## src/rtl/full_pe.sv

```systemverilog
`default_nettype none
// ============================================================================
// Module      : full_pe
// Description : Single-stage registered fixed-point multiplier. It saturates
//               the product to DATA_W bits. Define FULL_PE_ROUND_EN to select
//               round-half-up scaling instead of floor truncation.
// Revision    : 1.0 - initial release
// ============================================================================
module full_pe #(
    parameter int DATA_W = 16,
    parameter int FRAC_W = 8
) (
    input  logic                     clk,
    input  logic                     n_reset,
    input  logic signed [DATA_W-1:0] input_featuremap,
    input  logic signed [DATA_W-1:0] weight,
    input  logic                     start,
    output logic signed [DATA_W-1:0] output_featuremap
);

    localparam int PROD_W = 2 * DATA_W;
`ifdef FULL_PE_ROUND_EN
    localparam int SCL_W = PROD_W + 1;
    localparam logic signed [SCL_W-1:0] c_half = SCL_W'(1) << (FRAC_W - 1);
`else
    localparam int SCL_W = PROD_W;
`endif
    localparam logic signed [DATA_W-1:0] c_max = {1'b0, {(DATA_W-1){1'b1}}};
    localparam logic signed [DATA_W-1:0] c_min = {1'b1, {(DATA_W-1){1'b0}}};

    logic signed [PROD_W-1:0] w_prod;
    logic signed [SCL_W-1:0]  w_scaled;
    logic        [SCL_W-DATA_W:0] w_hi;
    logic signed [DATA_W-1:0] out_d;
    logic signed [DATA_W-1:0] out_q;

    assign w_prod = $signed({{DATA_W{input_featuremap[DATA_W-1]}}, input_featuremap})
                  * $signed({{DATA_W{weight[DATA_W-1]}}, weight});

`ifdef FULL_PE_ROUND_EN
    // One extra bit so the rounding bias can never overflow the product.
    logic signed [SCL_W-1:0] w_biased;
    assign w_biased = $signed({w_prod[PROD_W-1], w_prod}) + c_half;
    assign w_scaled = w_biased >>> FRAC_W;
`else
    assign w_scaled = w_prod >>> FRAC_W;
`endif

    // The result fits in DATA_W bits only when all bits above the sign bit match it.
    assign w_hi = w_scaled[SCL_W-1:DATA_W-1];

    always_comb begin
        out_d = w_scaled[DATA_W-1:0];
        if (!((&w_hi) || !(|w_hi))) begin
            out_d = w_scaled[SCL_W-1] ? c_min : c_max;
        end
    end

    always_ff @(posedge clk or posedge n_reset) begin
        if (n_reset) begin
            out_q <= '0;
        end else if (start) begin
            out_q <= out_d;
        end
    end

    assign output_featuremap = out_q;

endmodule
`default_nettype wire

```

## config.mk

```make
export PLATFORM = sky130hd
export DESIGN_NAME = full_pe
export DESIGN_NICKNAME = d
export VERILOG_FILES = /design/src/rtl/full_pe.sv
export SDC_FILE = /design/constraint.sdc
export NUM_CORES = 1
export LEC_CHECK = 0
export ABC_AREA = 0
export BUFFER_PORTS_ARGS = -buffer_cell sky130_fd_sc_hd__buf_2
export CORE_MARGIN = 2
export CORE_UTILIZATION = 55
export DETAILED_ROUTE_END_ITERATION = 8
export HOLD_SLACK_MARGIN = 0.03
export PLACE_DENSITY = 0.8
export SLEW_MARGIN = 20
export SYNTH_ARGS = -nofsm -noshare
export SYNTH_HDL_FRONTEND = slang
export SYNTH_SLANG_ARGS = --single-unit
export TNS_END_PERCENT = 30
```

## constraint.sdc

```tcl
create_clock -name clk -period 2.3 [get_ports clk]
set_input_delay 0.46 -clock clk [delete_from_list [all_inputs] [get_ports clk]]
set_output_delay 0.46 -clock clk [all_outputs]
set_load 0.05 [all_outputs]
```

==> impl_metrics.py <==
metrics = {
    "logic_synthesis": {
        "ys_types": 56,
        "ys_ff_latch": 16,
        "syn_inst": 1230,
        "synth_async_sr_flop_share_pct": 100,
        "syn_avg_cell_area_um2": 8.87,
        "ys_seq_area_share_pct": 3.67,
        "yosys_warnings": 0,
        "netlist_area_mm2": 0.0109,
        "syn_nets": 1605,
        "ys.flop_type": "dfrtp_1",
        "synth-edff-count": 0,
    },
    "route": {
        "via_per_inst": 5.69,
        "ant_nets": 0,
        "drtPass1Iterations": 7,
        "remaining_drc_errors": 0,
        "wl_per_cell_um": 18.5,
        "drt_iter0_drc": 797,
        "wl_um": 31400,
        "vias": 9671,
    },
    "die": {
        "die_h_um": 145,
        "die_w_um": 145,
        "coreArea_mm2": 0.0195,
        "die_area_mm2": 0.0210,
        "rows": 51,
        "start_util_pct": 56.0,
        "pin_count": 51,
    },
    "layout": {
        "diodes": 0,
        "largest_reg_flops": 16,
        "drive_above_1_share_pct": 25.0,
        "area_growth_pct": 26.0,
        "nFillCells": 1288,
        "final_common_cell": "inv_1",
        "fin_area_mm2": 0.0137,
        "nets": 1810,
        "layout_common_cells": "inv_1, fa_1, buf_4",
    },
    "timing": {
        "fin_crit_ps": 6510,
        "whs_ps": 298,
        "worst_pin_slew_ps": 675,
        "final_hold_viol_count": 0,
        "finalMaxSlewViolations": 0,
        "max_freq_ghz": 0.154,
        "finalWorstSetupSlack_ps": -4210,
        "max_slew_margin_pct": 55.0,
        "skew_ps": 0,
        "post-route-period-util_pct": 283,
        "setup_viol": 16,
        "grt_setup_unrepaired": "true",
    },
    "grt": {
        "grt_pass1_wl_um": 50800,
        "grt_pass1_vias": 10770,
        "grtUsageTotal_pct": 30.9,
        "gr-total-overflow": 0,
        "grt_start_max_net_pins": 17,
        "antenna_found_initial": 0,
    },
    "critical_path": {
        "cp.arrival_ps": 6670,
        "rrSetupSlack_ps": 1100,
        "reg2reg_depth": 5,
        "crit_type": "primary input to register",
        "crit_required_ps": 2460,
        "critPathMaxFanout": 8,
        "endpoint_kind": "register",
        "setup.worst_path.start_class": "primary input",
        "r2r_end": "output_featuremap[7]$_DFFE_PP0P_",
        "r2r_start": "output_featuremap[7]$_DFFE_PP0P_",
    },
    "placed_design": {
        "hpwl_um": 23900,
        "placed_area_mm2": 0.0128,
        "gp_congestion": 0.908,
        "io_buffer_count": 50,
    },
    "clock_network": {
        "clkTransAtPathRegs_ps": 50,
        "cts.sinks": 16,
        "cts_tree": "done",
        "clkLatencyLatePin_ps": 250,
        "clockRootBuffer": "clkbuf_16",
        "cts_max_level": 1,
        "numCtsBuffers": 3,
        "clockBufferDepth": 2,
    },
    "outcome": {
        "status": "complete, but fails checks",
        "violations": "setup timing",
    },
    "run": {
        "maxCapViolations": 0,
    },
    "min_path": {
        "hold_path_class": "primary input to async pin",
    },
}
[area by class of cell]
class / count / area, µm² / share of cell area (%)
well taps: 265 / 332 / 2.41
clock buffers: 4 / 88.8 / 0.646
flip-flops and latches: 16 / 400 / 2.91
multi-input cells: 869 / 9810 / 71.4
repair buffers: 248 / 1990 / 14.5
inverters: 297 / 1120 / 8.13
[worst max-delay path, stage by stage]
cell	delay, ps
buf_12	120
buf_12	120
nand2_4	50
inv_2	40
fa_2	600
inv_2	50
fa_1	530
inv_4	90
fa_1	560
fa_1	460
fa_1	520
inv_1	60
fa_1	470
inv_1	60
ha_4	260
a21oi_4	170
o211ai_1	120
a221oi_2	400
a21oi_4	120
nor2_2	220
o311ai_2	190
nor4_4	360
nand3b_1	200
buf_6	190
a221oi_2	230
[per-layer routing]
| metal | GRT usage (%) | wire length, µm | vias up |
|---|---|---|---|
| li1 | - | - | 4106 |
| met1 | 35.8 | 11000 | 4927 |
| met2 | 57.9 | 16700 | 469 |
| met3 | 4.05 | 2070 | 169 |
| met4 | 12.1 | 1630 | 0 |
| met5 | 0 | 0 | - |
[cell families (layout without fill, tap and decap cells)]
family | after synthesis | after routing | synth area share [%]
and+or+nand+nor | 387 | 387 | 17.8
DFF | 16 | 16 | 3.67
AOI/OAI and AO/OA | 110 | 110 | 6.94
xor gates and xnor gates | 32 | 32 | 2.64
adders and majority gates | 340 | 340 | 57.0
buffers and inverters | 345 | 549 | 12.0
[Yosys cell counts, types with 2 or more instances]
cell,count,area [µm²]
nand2b_1,7,43.8
a221oi_1,7,61.3
o211ai_1,3,22.5
a211oi_1,3,22.5
inv_1,296,1110
nand4_1,11,68.8
nand2_1,156,586
xnor2_1,18,158
clkbuf_1,38,143
nand3_1,16,80.1
a221o_1,2,20.0
a221oi_2,2,30.0
ha_1,79,988
o21ai_1,4,20.0
nand3b_1,4,30.0
o32ai_1,5,43.8
nor2b_1,8,50.1
xor2_1,13,114
buf_2,7,35.0
fa_1,261,5230
a21oi_2,2,17.5
dfrtp_1,16,400
o21bai_1,5,37.5
and2_1,120,751
nor3_1,15,75.1
o21ai_0,17,85.1
and3_1,5,31.3
o21ai_2,2,17.5
buf_1,2,7.51
o221ai_1,3,26.3
nor2_1,37,139
a21oi_1,31,155
a31oi_1,10,62.6
a21o_1,3,22.5
[metrics by stage]
stage / setup slack [ps] / setup TNS, ps / util (%) / instances
floorplan: -4060 / -63960 / - / 1230
global placement: -4400 / -69110 / 65.6 / 1674
detailed placement: -4540 / -70780 / 65.6 / 1674
CTS: -3930 / -62150 / 69.5 / 1697
global route: -4340 / -68620 / 70.6 / 1699
finish: -4210 / -66190 / 70.6 / 1699
[worst max-delay path by stage]
stage	startpoint	to	depth (start not counted)
after floorplan	input_featuremap[15]	output_featuremap[12]$_DFFE_PP0P_	25
after global placement	input_featuremap[15]	output_featuremap[0]$_DFFE_PP0P_	21
after detailed placement	input_featuremap[15]	output_featuremap[1]$_DFFE_PP0P_	20
after CTS	weight[2]	output_featuremap[12]$_DFFE_PP0P_	26
after global routing	input_featuremap[8]	output_featuremap[9]$_DFFE_PP0P_	24
final	weight[2]	output_featuremap[8]$_DFFE_PP0P_	25
[repair_timing]
item | 4_1_cts | 5_1_grt
hold buffers | 0 | 0
pin swaps | 54 | 10
buffers inserted | 16 | 2
setup endpoints to repair | 16 | 16
gates cloned | 3 | 0
resized for setup | 109 | 35
Power is not shown: default switching activity piles up to over one toggle a cycle in this logic, so the estimate is an artifact.
